`config.mk`:
```
export PLATFORM = sky130hd
export DESIGN_NAME = mips_bus_master_flat
export DESIGN_NICKNAME = d
export VERILOG_FILES = /design/src/rtl/mips_bus_if.sv /design/src/rtl/mips_bus_master.sv /design/src/flat_wrapper.sv
export SDC_FILE = /design/constraint.sdc
export NUM_CORES = 1
export LEC_CHECK = 0
export ABC_AREA = 1
export CORE_ASPECT_RATIO = 2
export CORE_MARGIN = 5
export CORE_UTILIZATION = 48
export CTS_CLUSTER_SIZE = 16
export DETAILED_ROUTE_END_ITERATION = 6
export PLACE_DENSITY = 0.86
export SLEW_MARGIN = 0
export SYNTH_ARGS = -nofsm -noshare
export SYNTH_HDL_FRONTEND = slang
export SYNTH_SLANG_ARGS = --single-unit
```
`constraint.sdc`:
```
create_clock -name clk -period 1.9 [get_ports clk]
set_input_delay 0.38 -clock clk [delete_from_list [all_inputs] [get_ports clk]]
set_output_delay 0.38 -clock clk [all_outputs]
set_load 0.03 [all_outputs]
```
`src/rtl/mips_bus_if.sv`:
```
// rtl/mips_bus_if.sv - CPU memory bus between the bus master and the memory responder
interface mips_bus_if;
    logic [31:0] address;
    logic        write;
    logic        read;
    logic        waitrequest;
    logic [31:0] writedata;
    logic [3:0]  byteenable;
    logic [31:0] readdata;

    modport master (
        output address, write, read, writedata, byteenable,
        input  waitrequest, readdata
    );

    modport slave (
        input  address, write, read, writedata, byteenable,
        output waitrequest, readdata
    );
endinterface

```
`src/rtl/mips_bus_master.sv`:
```
// rtl/mips_bus_master.sv - single load/store request to memory bus transaction converter
module mips_bus_master #(
    parameter int MAX_WAIT = 0,
    parameter int WAIT_W   = 16
) (
    input  logic              clk,
    input  logic              reset,
    input  logic              req,
    input  logic              req_we,
    input  logic [1:0]        req_size,
    input  logic              req_signed,
    input  logic [31:0]       req_addr,
    input  logic [31:0]       req_wdata,
    output logic              busy,
    output logic              done,
    output logic              err,
    output logic [31:0]       rdata,
    mips_bus_if.master        bus
);

    typedef enum logic [2:0] {IDLE, RD, WR, CAPT, FIN} state_t;

    localparam logic [WAIT_W-1:0] WAIT_LAST = WAIT_W'(MAX_WAIT > 0 ? MAX_WAIT - 1 : 0);

    state_t             state_q, state_d;
    logic [31:0]        address_q, address_d;
    logic [31:0]        writedata_q, writedata_d;
    logic [3:0]         byteenable_q, byteenable_d;
    logic [31:0]        rdata_q, rdata_d;
    logic               busy_q, busy_d;
    logic               done_q, done_d;
    logic               err_q, err_d;
    logic               fail_q, fail_d;
    logic [1:0]         off_q, off_d;
    logic [1:0]         size_q, size_d;
    logic               signed_q, signed_d;
    logic [WAIT_W-1:0]  wait_cnt_q, wait_cnt_d;
    logic               legal;
    logic [31:0]        shifted;
    logic [31:0]        extended;

    always_comb begin
        state_d      = state_q;
        address_d    = address_q;
        writedata_d  = writedata_q;
        byteenable_d = byteenable_q;
        rdata_d      = rdata_q;
        busy_d       = busy_q;
        done_d       = 1'b0;
        err_d        = err_q;
        fail_d       = fail_q;
        off_d        = off_q;
        size_d       = size_q;
        signed_d     = signed_q;
        wait_cnt_d   = wait_cnt_q;
        legal        = (req_size == 2'd0) ||
                       (req_size == 2'd1 && !req_addr[0]) ||
                       (req_size == 2'd2 && req_addr[1:0] == 2'b00);
        shifted      = bus.readdata >> {off_q, 3'b000};
        case (size_q)
            2'd0:    extended = {{24{signed_q & shifted[7]}}, shifted[7:0]};
            2'd1:    extended = {{16{signed_q & shifted[15]}}, shifted[15:0]};
            default: extended = shifted;
        endcase

        case (state_q)
            IDLE: begin
                if (req) begin
                    busy_d     = 1'b1;
                    err_d      = 1'b0;
                    wait_cnt_d = '0;
                    if (!legal) begin
                        fail_d  = 1'b1;
                        state_d = FIN;
                    end else begin
                        fail_d      = 1'b0;
                        address_d   = {req_addr[31:2], 2'b00};
                        off_d       = req_addr[1:0];
                        size_d      = req_size;
                        signed_d    = req_signed;
                        writedata_d = req_wdata << {req_addr[1:0], 3'b000};
                        case (req_size)
                            2'd0:    byteenable_d = 4'b0001 << req_addr[1:0];
                            2'd1:    byteenable_d = 4'b0011 << req_addr[1:0];
                            default: byteenable_d = 4'b1111;
                        endcase
                        state_d = req_we ? WR : RD;
                    end
                end
            end
            RD, WR: begin
                if (!bus.waitrequest) begin
                    state_d = (state_q == RD) ? CAPT : FIN;
                end else if (MAX_WAIT > 0 && wait_cnt_q == WAIT_LAST) begin
                    // Timeout abandons the transfer; rdata keeps its previous value
                    fail_d  = 1'b1;
                    state_d = FIN;
                end else begin
                    wait_cnt_d = wait_cnt_q + 1'b1;
                end
            end
            CAPT: begin
                rdata_d = extended;
                state_d = FIN;
            end
            FIN: begin
                done_d  = 1'b1;
                busy_d  = 1'b0;
                err_d   = fail_q;
                state_d = IDLE;
            end
            default: state_d = IDLE;
        endcase
    end

    always_ff @(posedge clk or negedge reset) begin
        if (!reset) begin
            state_q      <= IDLE;
            address_q    <= '0;
            writedata_q  <= '0;
            byteenable_q <= '0;
            rdata_q      <= '0;
            busy_q       <= 1'b0;
            done_q       <= 1'b0;
            err_q        <= 1'b0;
            fail_q       <= 1'b0;
            off_q        <= '0;
            size_q       <= '0;
            signed_q     <= 1'b0;
            wait_cnt_q   <= '0;
        end else begin
            state_q      <= state_d;
            address_q    <= address_d;
            writedata_q  <= writedata_d;
            byteenable_q <= byteenable_d;
            rdata_q      <= rdata_d;
            busy_q       <= busy_d;
            done_q       <= done_d;
            err_q        <= err_d;
            fail_q       <= fail_d;
            off_q        <= off_d;
            size_q       <= size_d;
            signed_q     <= signed_d;
            wait_cnt_q   <= wait_cnt_d;
        end
    end

    assign bus.address    = address_q;
    assign bus.writedata  = writedata_q;
    assign bus.byteenable = byteenable_q;
    assign bus.read       = (state_q == RD);
    assign bus.write      = (state_q == WR);
    assign busy           = busy_q;
    assign done           = done_q;
    assign err            = err_q;
    assign rdata          = rdata_q;

endmodule

```
`src/flat_wrapper.sv`:
```
// flat-port wrapper written by rule: the top's interface ports become plain ports
module mips_bus_master_flat 
#(
    parameter int MAX_WAIT = 0,
    parameter int WAIT_W   = 16
)
  (clk, reset, req, req_we, req_size, req_signed, req_addr, req_wdata, busy, done, err, rdata, bus_address, bus_write, bus_read, bus_writedata, bus_byteenable, bus_waitrequest, bus_readdata);
  mips_bus_if bus_i ();
  input  logic clk;
  input  logic reset;
  input  logic req;
  input  logic req_we;
  input  logic [1:0] req_size;
  input  logic req_signed;
  input  logic [31:0] req_addr;
  input  logic [31:0] req_wdata;
  output logic busy;
  output logic done;
  output logic err;
  output logic [31:0] rdata;
  output wire logic [$bits(bus_i.address)-1:0] bus_address;
  output wire logic [$bits(bus_i.write)-1:0] bus_write;
  output wire logic [$bits(bus_i.read)-1:0] bus_read;
  output wire logic [$bits(bus_i.writedata)-1:0] bus_writedata;
  output wire logic [$bits(bus_i.byteenable)-1:0] bus_byteenable;
  input wire logic [$bits(bus_i.waitrequest)-1:0] bus_waitrequest;
  input wire logic [$bits(bus_i.readdata)-1:0] bus_readdata;
  assign bus_address = bus_i.address;
  assign bus_write = bus_i.write;
  assign bus_read = bus_i.read;
  assign bus_writedata = bus_i.writedata;
  assign bus_byteenable = bus_i.byteenable;
  assign bus_i.waitrequest = bus_waitrequest;
  assign bus_i.readdata = bus_readdata;
  mips_bus_master #(.MAX_WAIT(MAX_WAIT), .WAIT_W(WAIT_W)) u_core (.clk(clk), .reset(reset), .req(req), .req_we(req_we), .req_size(req_size), .req_signed(req_signed), .req_addr(req_addr), .req_wdata(req_wdata), .busy(busy), .done(done), .err(err), .rdata(rdata), .bus(bus_i));
endmodule
```
==> results of run 1 <==
metal layers:
layer	track usage	part of all wire	vias to the layer above
li1	-	-	2791
met1	0.280	0.35	2601
met2	0.457	0.54	229
met3	0.0298	0.048	51
met4	0.150	0.060	0
met5	0	0	-
worst max path at each step:
stage	start	to	slack, ns	cells past startpoint
CTS	u_core.bus.writedata[8]	bus_writedata[8]	0.05	1
floorplan	u_core.state_q[2]	bus_write	0.60	3
finish	u_core.bus.writedata[8]	bus_writedata[8]	0.09	1
global placement	req_addr[0]	u_core.bus.writedata[29]	-0.02	6
detailed placement	req_addr[0]	u_core.bus.writedata[13]	-0.03	6
global route	u_core.state_q[1]	bus_read	0.001	4
per-stage QoR:
step / util / setup TNS (ns)
floorplan: - / 0
global placement: 0.680 / -0.0238
detailed placement: 0.680 / -0.126
CTS: 0.705 / 0
global route: 0.705 / 0
finish: 0.705 / 0
layout by cell type (no fill, tap or decap):
| master | count |
|---|---|
| or2_2 | 9 |
| clkinv_2 | 1 |
| o211ai_1 | 7 |
| clkbuf_16 | 9 |
| inv_8 | 1 |
| nand2_2 | 1 |
| conb_1 | 2 |
| nand2_1 | 349 |
| nor3_1 | 6 |
| clkbuf_1 | 1 |
| nand2_4 | 2 |
| nor2_1 | 34 |
| o21ai_2 | 1 |
| dlygate4sd3_1 | 1 |
| a21oi_1 | 19 |
| clkinvlp_4 | 1 |
| buf_4 | 19 |
| clkinv_4 | 2 |
| or2_0 | 6 |
| or2_1 | 8 |
| dlygate4sd2_1 | 1 |
| nor2_2 | 1 |
| inv_1 | 44 |
| nand3_1 | 70 |
| nand3_2 | 1 |
| buf_12 | 8 |
| o21ai_1 | 28 |
| clkdlybuf4s50_1 | 203 |
| o21ai_0 | 18 |
| inv_2 | 6 |
| dfrtp_1 | 110 |
| inv_4 | 1 |
| clkinv_8 | 1 |
| nor2_4 | 1 |
| clkdlybuf4s15_1 | 1 |
| nand4_2 | 1 |
cells by family after synthesis:
group / Yosys count / synth area share
simple gates: 489 / 0.361
flops: 110 / 0.489
buf+inv: 97 / 0.0809
compound gates: 73 / 0.0687
other cells: 1 / 0.000666
sequential cells by signal (all words and copies together), names as in the netlist:
register / count
u_core.rdata: 32
u_core.busy: 1
u_core.err: 1
u_core.signed_q: 1
u_core.bus.writedata: 32
u_core.state_q: 3
u_core.size_q: 2
u_core.off_q: 2
u_core.bus.byteenable: 4
u_core.bus.address: 30
u_core.done: 1
u_core.fail_q: 1
where the power goes:
group	internal, mW	leakage (nW)	switching [mW]
clock network	0.915	0.137	0.902
registers	3.44	1.36	0.636
logic	3.01	2.61	4.63
area by class of cell:
class / instances / area [sq um]
Clock buffer: 10 / 229
Tap cell: 145 / 181
Fill cell: 968 / 3430
Sequential cell: 110 / 2750
Multi-Input combinational cell: 564 / 2420
Timing Repair Buffer: 233 / 2360
Clock inverter: 6 / 57.6
Inverter: 51 / 194
timing repair:
action / in CTS / in global routing
resized for setup: 2 / 1
buffers inserted: 0 / 0
hold endpoints to repair: 28 / 0
endpoints found under the setup margin: 2 / 1
hold buffers: 1 / 0
==> out/qor.yml, run 1 <==
status:
  status: "completed"
synthesis:
  synth-edff-count: 0
  yosys-top-cells-count: "nand2_1, dfrtp_1, nand3_1"
  synth_cells: 770
  syn_area_sq_mm: 0.00563
  synth_warnings: 0
  ys_seq_area_frac: 0.489
  yosys_most_used_dff: "dfrtp_1"
  yosys-top-cells-area: "dfrtp_1, nand2_1, nand3_1"
  synth_top_cell_by_area: "dfrtp_1"
  yosys.cell_count.top_type: "nand2_1"
  ys_seq_elements: 110
  avgSynthCellArea_sq_um: 7.31
  async_flop_share: 1.00
  ys_types: 28
  synth_top_area_frac: 0.489
place:
  placed_area_sq_mm: 0.00791
  routabilityCongestion: 0.890
  dp_slack_ns: -0.0251
  dp_hpwl_mm: 13.8
  port_buffers: 206
  dp.cells: 1102
cts:
  cts_tree: "done"
  clk_latency_ns: 0.34
  htree_levels: 3
  cts_made_buffers: 9
  path_clk_slew_ns: 0.07
  clockRootBuffer: "clkbuf_16"
  clk_path_buf_depth: 2
  clock_sinks: 110
routing:
  routed_wl_mm: 18.0
  drtIter0Drc: 212
  ant_nets: 0
  vias: 5672
  routedWlPerCell_um: 16.1
  drc: 0
  vias_per_cell: 5.07
  first_pass_iters: 5
timing:
  finalSetupViolations: 0
  slew-limit-headroom: 0.623
  final.setup_skew_ns: 0.0136
  slew_violations: 0
  max_freq_mhz: 551
  setup_ws_ns: 0.0856
  period_share: 0.955
  whs_ns: 0.480
  min_period_ns: 1.81
  hold_violations: 0
  rsz0062_at_grt: "no"
  worst_slew_pin_slew_ns: 0.559
critical_path:
  slowest_delay_ns: 0.76
  critPathKind: "flop to output pin"
  cp_top_family: "buffers and inverters"
  crit_required_ns: 1.52
  worstPathArrival_ns: 1.43
  cp-start-kind: "flop"
  worstSetupEndpointType: "output pin"
  crit_path_cell_trace: "clkdlybuf4s50_1"
  cp_max_fo: 2
  r2r_slack_ns: 0.27
  reg2reg_depth: 9
  cp_num_buf_inv: 1
  critPathSlowestCell: "clkdlybuf4s50_1"
  r2r_end: "u_core.bus.address[26]"
  timing.rr.start: "u_core.state_q[0]"
die:
  boundaryPins: 209
  fp.dieArea_sq_mm: 0.0141
  row_count: 56
  core_sq_mm: 0.0116
  initial_core_util: 0.484
  dieWidth_um: 86.6
  fp.dieH_um: 163
finish:
  area_delta_synth_final_pct: 45.7
  finish.instance_area_sq_mm: 0.00820
  n_antenna_cell: 0
  final_layout_size_suffix_gt1_frac: 0.0678
  stdcell_count: 1119
  final_nets: 1073
flow_run:
  drv_cap: 0
hold_path:
  holdCritStartpoint: "u_core.bus.writedata[8]"
  holdPathStages: 2
  min_to: "u_core.bus.writedata[8]"
  hold_class: "flop to flop"
power_and_ir_drop:
  p_total_mw: 13.5
  powerDensity_mw_per_mm2: 1650
  cellLeakagePower_nw: 4.11
  ir_drop_mv: 0.939
global_routing:
  grt_pass1_vias: 5499
  grt_max_degree: 52
  grt_pass1_wl_mm: 27.9
  grt_overflow: 0
  antenna_found_initial: 0
  grt.total_usage: 0.254
(Power assumes the default switching activity.)
==> run 2: changes to the inputs <==
- CAP_MARGIN: default -> 10
==> results of run 2 <==
The final DEF is identical to that of run 1; final timing and power are the same.
